`src/rtl/vga_timing_out.sv`:
```
// vga_timing_out: 640x480 raster counters, sync/blank delay line,
// and registered 3:3:2 -> 4:4:4 colour output stage.
module vga_timing_out #(
    parameter int H_ACTIVE = 640,
    parameter int H_FP     = 16,
    parameter int H_SYNC   = 96,
    parameter int H_BP     = 48,
    parameter int V_ACTIVE = 480,
    parameter int V_FP     = 10,
    parameter int V_SYNC   = 2,
    parameter int V_BP     = 33,
    parameter int PIPE     = 2
) (
    input  logic        clk,
    input  logic        resetN,
    input  logic [7:0]  RGBIn,
    output logic [10:0] pixelX,
    output logic [10:0] pixelY,
    output logic        startOfFrame,
    output logic [3:0]  red,
    output logic [3:0]  green,
    output logic [3:0]  blue,
    output logic        hSync,
    output logic        vSync,
    output logic        blankN
);

    localparam int H_TOTAL = H_ACTIVE + H_FP + H_SYNC + H_BP;
    localparam int V_TOTAL = V_ACTIVE + V_FP + V_SYNC + V_BP;
    localparam int HS_BEG  = H_ACTIVE + H_FP;
    localparam int HS_END  = HS_BEG + H_SYNC - 1;
    localparam int VS_BEG  = V_ACTIVE + V_FP;
    localparam int VS_END  = VS_BEG + V_SYNC - 1;

    logic [10:0] hCnt;
    logic [10:0] vCnt;
    logic        hWrap;
    logic        vWrap;
    logic        visNow;
    logic        hsNow;
    logic        vsNow;
    // {visible, hs, vs} per stage; stage PIPE-1 lines up with RGBIn
    logic [2:0]  flagD [PIPE];
    logic [2:0]  flagOut;

    assign hWrap = (hCnt == 11'(H_TOTAL - 1));
    assign vWrap = (vCnt == 11'(V_TOTAL - 1));

    assign visNow = (hCnt < 11'(H_ACTIVE)) && (vCnt < 11'(V_ACTIVE));
    assign hsNow  = (hCnt >= 11'(HS_BEG)) && (hCnt <= 11'(HS_END));
    assign vsNow  = (vCnt >= 11'(VS_BEG)) && (vCnt <= 11'(VS_END));

    // The counters are the coordinate registers themselves.
    assign pixelX = hCnt;
    assign pixelY = vCnt;

    // Gated by resetN so the pulse is low in reset yet high on the
    // very first cycle after release, when the raster sits at (0,0).
    assign startOfFrame = resetN && (hCnt == '0) && (vCnt == '0);

    assign flagOut = flagD[PIPE-1];

    // Raster counters: vertical steps only on the horizontal wrap.
    always_ff @(posedge clk or negedge resetN) begin
        if (!resetN) begin
            hCnt <= '0;
            vCnt <= '0;
        end else if (hWrap) begin
            hCnt <= '0;
            vCnt <= vWrap ? '0 : vCnt + 11'd1;
        end else begin
            hCnt <= hCnt + 11'd1;
        end
    end

    // Delay the flags so they meet the pixel coming back from the mux.
    always_ff @(posedge clk or negedge resetN) begin
        if (!resetN) begin
            for (int i = 0; i < PIPE; i++) begin
                flagD[i] <= '0;
            end
        end else begin
            flagD[0] <= {visNow, hsNow, vsNow};
            for (int i = 1; i < PIPE; i++) begin
                flagD[i] <= flagD[i-1];
            end
        end
    end

    // Pin register: colour expansion, blank forcing, active-low syncs.
    always_ff @(posedge clk or negedge resetN) begin
        if (!resetN) begin
            red    <= '0;
            green  <= '0;
            blue   <= '0;
            hSync  <= 1'b1;
            vSync  <= 1'b1;
            blankN <= 1'b0;
        end else begin
            hSync  <= ~flagOut[1];
            vSync  <= ~flagOut[0];
            blankN <= flagOut[2];
            if (flagOut[2]) begin
                red   <= {RGBIn[7:5], RGBIn[7]};
                green <= {RGBIn[4:2], RGBIn[4]};
                blue  <= {RGBIn[1:0], RGBIn[1:0]};
            end else begin
                red   <= '0;
                green <= '0;
                blue  <= '0;
            end
        end
    end

endmodule

```
`config.mk`:
```
export PLATFORM = sky130hd
export DESIGN_NAME = vga_timing_out
export DESIGN_NICKNAME = d
export VERILOG_FILES = /design/src/rtl/vga_timing_out.sv
export SDC_FILE = /design/constraint.sdc
export NUM_CORES = 1
export LEC_CHECK = 0
export CAP_MARGIN = 0
export CELL_PAD_IN_SITES_DETAIL_PLACEMENT = 0
export CELL_PAD_IN_SITES_GLOBAL_PLACEMENT = 1
export CORE_MARGIN = 2
export CORE_UTILIZATION = 39
export DETAILED_ROUTE_END_ITERATION = 6
export DONT_BUFFER_PORTS = 1
export PLACE_DENSITY = 0.64
export SLEW_MARGIN = 20
export SYNTH_ARGS = -nofsm -noshare
export SYNTH_HDL_FRONTEND = slang
export SYNTH_SLANG_ARGS = --single-unit
```
`constraint.sdc`:
```
create_clock -name clk -period 1.58 [get_ports clk]
set_input_delay 0.158 -clock clk [delete_from_list [all_inputs] [get_ports clk]]
set_output_delay 0.158 -clock clk [all_outputs]
set_load 0.02 [all_outputs]
```
==> results of run 1 <==
## state kept, by name, summed over array words and instances (netlist names)
| register | count |
|---|---|
| pixelX | 11 |
| flagD | 3 |
| flagOut | 3 |
| blankN | 1 |
| hSync | 1 |
| blue | 2 |
| green | 3 |
| vSync | 1 |
| red | 3 |
| pixelY | 11 |
## cell type report
cell class,instances,area [sq um],area share (%)
sequential,39,986,41.0
multi-input combinational,102,776,32.3
timing repair buffer,56,463,19.3
clock buffer,5,68.8,2.86
tap,52,65.1,2.71
inverter,8,30.0,1.25
clock inverter,3,15.0,0.625
## layout by cell type, fill, tap and decap left out, drive strengths merged, types with 2 or more instances in the layout
master | Yosys | routed
buf | 8 | 47
dfrtp | 37 | 37
nor2 | 12 | 12
and2 | 10 | 10
nand3 | 9 | 9
dlygate4sd3 | 0 | 9
nand4 | 9 | 9
o21ai | 8 | 8
inv | 8 | 8
xnor2 | 7 | 7
xor2 | 6 | 6
nand2 | 6 | 6
clkbuf | 0 | 5
and4 | 5 | 5
ha | 4 | 4
nor3 | 4 | 4
and3 | 4 | 4
a21oi | 3 | 3
clkinv | 0 | 3
or3 | 2 | 2
dfstp | 2 | 2
nor4 | 2 | 2
a21o | 2 | 2
## per-stage QoR
step	hold WS [ns]	instance area, sq um	instances
after detailed placement	-0.137	2090	242
after CTS	0.320	2370	264
final	0.316	2400	265
after floorplan	-0.138	1790	157
after global placement	-0.137	2090	242
after global routing	0.344	2400	265
## critical path, stage by stage (launching register included)
cell	delay, ns
dfrtp_2	0.41
inv_2	0.09
ha_4	0.12
and2b_2	0.14
buf_4	0.10
nand4_1	0.08
nor2_1	0.13
buf_4	0.16
## layer usage
metal,GRT usage (%),vias up
met5,0,-
met4,6.50,0
met3,5.27,8
met2,29.1,49
met1,22.8,675
li1,-,650
## logic make-up (layout without fill, tap and decap cells)
| family | count (synthesis) | after routing |
|---|---|---|
| simple gates | 68 | 68 |
| flops | 39 | 39 |
| compound gates | 17 | 17 |
| buf+inv | 16 | 72 |
| xor+xnor | 13 | 13 |
| fa+ha+maj | 4 | 4 |
## final timing paths
kind | slack, ns | end | cells after the start
max in group asynchronous | 1.00 | hSync | 2
worst min-delay path | 0.32 | pixelY[2] | 2
min in group clk | 0.35 | flagOut[0] | 0
worst min register to register | 0.35 | flagOut[0] | 0
worst max-delay path | -0.12 | startOfFrame | 7
worst max register to register | 0.02 | pixelY[9] | 6
## report_power, final
part	switching, uW	internal [uW]
Combinational	24.3	25.0
Clock	343	302
Sequential	25.2	1010
Total	393	1330
## timing repair
item / 4_1_cts / 5_1_grt
setup endpoints to repair: 2 / 9
pin swaps: 4 / 8
endpoints found under the hold margin: 47 / 0
setup buffers: 4 / 3
hold buffers: 10 / 0
gates resized for setup: 14 / 9
==> flow_summary.yaml, run 1 <==
critical_path:
  path_class: "flop to output port"
  path_max_fanout: 4
  cp.arrival_ns: 1.54
  reg2reg_from: "pixelX[0]"
  worstSetupStartpoint: "pixelY[0]"
  critPathRequiredTime_ns: 1.42
  endpoint_kind: "output port"
  cp-start-kind: "flop"
die:
  dieArea_sq_mm: 0.00506
  pin_count: 48
  core-area_sq_mm: 0.00435
  core.rowCount: 24
  chipHeight_microns: 71.1
  start_util_pct: 40.3
  die_w_microns: 71.1
status:
  violations: "setup timing"
  status: "finished with violations"
clock_network:
  cts_tree: "done"
  cts_made_buffers: 5
  clock_sinks: 39
  clkTransAtPathRegs_ns: 0.08
  clockRootBuffer: "clkbuf_8"
  clock_latency_ns: 0.30
  clk_path_buf_depth: 2
  h-tree-depth: 2
grt:
  antenna_found_initial: 0
  grt_remaining_overflow: 0
  grtUsageTotal_pct: 17.9
  grt_pass1_wl_mm: 7.02
  grt_pass1_vias: 1464
  grt_max_degree: 40
detailed_routing:
  met1_length_mm: 1.84
  vias: 1382
  drt_iter0_drc: 53
  ant_nets: 0
  drc_errors: 0
  top_layer: "met4"
  wl_mm: 4.06
  vias_per_cell: 5.22
  first_pass_iters: 4
  routed-wl-met2_mm: 1.89
  wl_per_cell_microns: 15.3
  wl_met3_microns: 253
sta:
  final-hold-violation-count: 0
  fin_crit_sh_pct: 107
  slew_headroom_pct: 76.0
  fin_setup_tns_ns: -0.116
  grt_setup_unrepaired: "yes"
  setup_ws_ns: -0.116
  setup_viol: 1
  clock_skew_ns: 0.00769
  maxSlewViolCount: 0
  fin_crit_ns: 1.70
  worst_pin_slew_ns: 0.360
  fmaxAchievable_mhz: 590
yosys:
  yosys.area.top_type: "dfrtp_1"
  ys_types: 37
  synth_edf_count: 0
  ys_ff_latch: 39
  synthCells: 157
  synth-xor-area-share_pct: 6.48
  synthArstFlopShare_pct: 100
  syn_area_per_cell_sq_um: 11.2
  yosys-top-cells-area: "dfrtp_1 53%, xnor2_1 3.5%, and2_1 3.2%"
  synth_common_cells: "37 x dfrtp_1, 12 x nor2_1, 9 x and2_1, 9 x nand3_1"
  syn_nets: 171
  synth-compound-area-share_pct: 5.77
  ys.flop_type: "dfrtp_1"
  synth_most_common_cell: "dfrtp_1"
  synth_fa_ha_area_share_pct: 2.85
  yosysWarnings: 0
  synth.area.mux_share_pct: 0
  synth_area_sq_mm: 0.00176
  yosys.area_share.simple_pct: 23.6
  yosysSeqAreaShare_pct: 55.7
  synth_top_area_share_pct: 52.7
  synth_top_family_by_area: "simple AND/OR/NAND/NOR gates"
power_and_ir_drop:
  finalPower_uw: 1730
  ir_drop_v: 0.000374
  power.density_mw_per_mm2: 719
  leakagePower_uw: 0.00109
place:
  dp_hpwl_mm: 2.84
  gp_congestion: 0.879
  io_buffer_count: 0
  dp_worst_setup_slack_ns: -0.0164
layout:
  fill_cells: 376
  utilization_pct: 55.2
  drive_gt1_share_pct: 40.4
  finalNetCount: 226
  area_delta_synth_final_pct: 36.8
  antenna_cells: 0
run:
  drv_cap: 0
worst_hold_path:
  hold_path_class: "primary input to asynchronous set/reset pin"
Note: power is estimated with default switching activity, not from simulation.
==> run 2, diff against run 1 <==
Settings changed: PLACE_DENSITY 0.64 to 0.61, SLEW_MARGIN 20 to 0.
Clock period 1.58 ns to 2 ns, I/O delays scaled along.
==> flow_summary.yaml, run 2 (synthesis gave the netlist of run 1 again) <==
sta:
  worst_pin_slew_ns: 0.395
  maxSlewViolCount: 0
  fin_setup_tns_ns: 0
  clock_skew_ns: 0.00610
  fmaxAchievable_mhz: 547
  fin_crit_sh_pct: 91.4
  slew_headroom_pct: 73.5
  setup_viol: 0
  final-hold-violation-count: 0
  fin_crit_ns: 1.83
  grt_setup_unrepaired: "no"
grt:
  grt_pass1_vias: 1243
  grt_remaining_overflow: 0
  grt_pass1_wl_mm: 6.25
  grt_max_degree: 40
  grtUsageTotal_pct: 16.2
  antenna_found_initial: 0
detailed_routing:
  vias: 1250
  first_pass_iters: 4
  wl_mm: 3.75
  vias_per_cell: 5.34
  drc_errors: 0
  ant_nets: 0
  drt_iter0_drc: 31
  wl_per_cell_microns: 16.0
critical_path:
  endpoint_kind: "output port"
  critPathRequiredTime_ns: 1.80
  cp-start-kind: "flop"
  path_class: "flop to output port"
  path_max_fanout: 5
  cp.arrival_ns: 1.63
layout:
  final_cells: 234
  area_delta_synth_final_pct: 18.8
  drive_gt1_share_pct: 24.2
  antenna_cells: 0
  final_cell_mix: "37 x dfrtp_1, 23 x buf_4, 11 x nor2_1"
  finalNetCount: 195
  layout_commonest_cell: "dfrtp_1"
clock_network:
  clockRootBuffer: "clkbuf_8"
  cts_made_buffers: 5
  clkTransAtPathRegs_ns: 0.08
  clk_path_buf_depth: 2
  cts_setup_buffers: 0
  cts_tree: "done"
  h-tree-depth: 2
  clock_latency_ns: 0.29
  clock_sinks: 39
die:
  core-area_sq_mm: 0.00435
  dieArea_sq_mm: 0.00506
  start_util_pct: 40.3
  pin_count: 48
  die_w_microns: 71.1
  chipHeight_microns: 71.1
  core.rowCount: 24
place:
  gp_congestion: 0.791
  dp_cells: 224
  dp_hpwl_mm: 2.68
  io_buffer_count: 0
worst_hold_path:
  hold_path_class: "primary input to flop"
power_and_ir_drop:
  leakagePower_uw: 0.000949
  ir_drop_v: 0.000268
  power.density_mw_per_mm2: 731
run:
  drv_cap: 0
status:
  status: "completed"
run 2: repair_timing:
action | in CTS | in global routing
endpoints found under the setup margin | 1 | 1
pin swaps | 0 | 1
resized for setup | 2 | 1
hold endpoints to repair | 39 | 0
hold buffers | 2 | 0
run 2: path summary, 6_finish.rpt:
check                          start      endpoint  slack (ns)  depth (start not counted)
setup / recovery           pixelX[0]  startOfFrame        0.17                          6
hold / removal              RGBIn[7]        red[0]        0.03                          1
setup reg to reg           pixelX[1]     pixelY[4]        0.18                          5
hold reg to reg             flagD[4]    flagOut[1]        0.35                          0
max in group asynchronous     resetN         vSync        1.38                          2
min in group asynchronous     resetN      green[2]        0.36                          2
run 2: power by group:
group          internal [uW]  switching [uW]
Clock                    404             280
Combinational           9.55            17.3
Sequential               796            19.8
run 2: metrics by stage:
stage                     total power (uW)  utilization, %  hold WS, ns  setup slack [ns]  area (sq um)
after CTS                             1550            47.8       0.0197            0.0174          2080
final                                 1530            47.9       0.0279             0.171          2090
after global placement                 838            44.2      -0.0944             0.249          1930
after global routing                  1580            47.9       0.0213            0.0272          2090
after floorplan                        843               -      -0.0956             0.181          1760
after detailed placement               838            44.2      -0.0941             0.185          1930
run 2: cell type report:
type / count / area, sq um
inverter: 8 / 30.0
sequential: 39 / 978
tap: 52 / 65.1
timing repair buffer: 25 / 203
clock buffer: 6 / 82.6
fill: 417 / 2270
multi-input combinational: 102 / 693
clock inverter: 2 / 35.0
run 2: per-layer routing:
layer  vias up  share of wire (%)  track usage, %
met5         -                  0               0
met4         0                1.4            6.08
met3         5                8.0            6.55
met2        46                 48            26.3
met1       610                 42            19.3
li1        589                  -               -
run 2: critical path, stage by stage, from the launching register on:
cell	delay [ns]
dfrtp_1	0.39
buf_4	0.17
inv_1	0.07
ha_1	0.14
nor4b_2	0.20
nand4_1	0.18
nor2_4	0.19
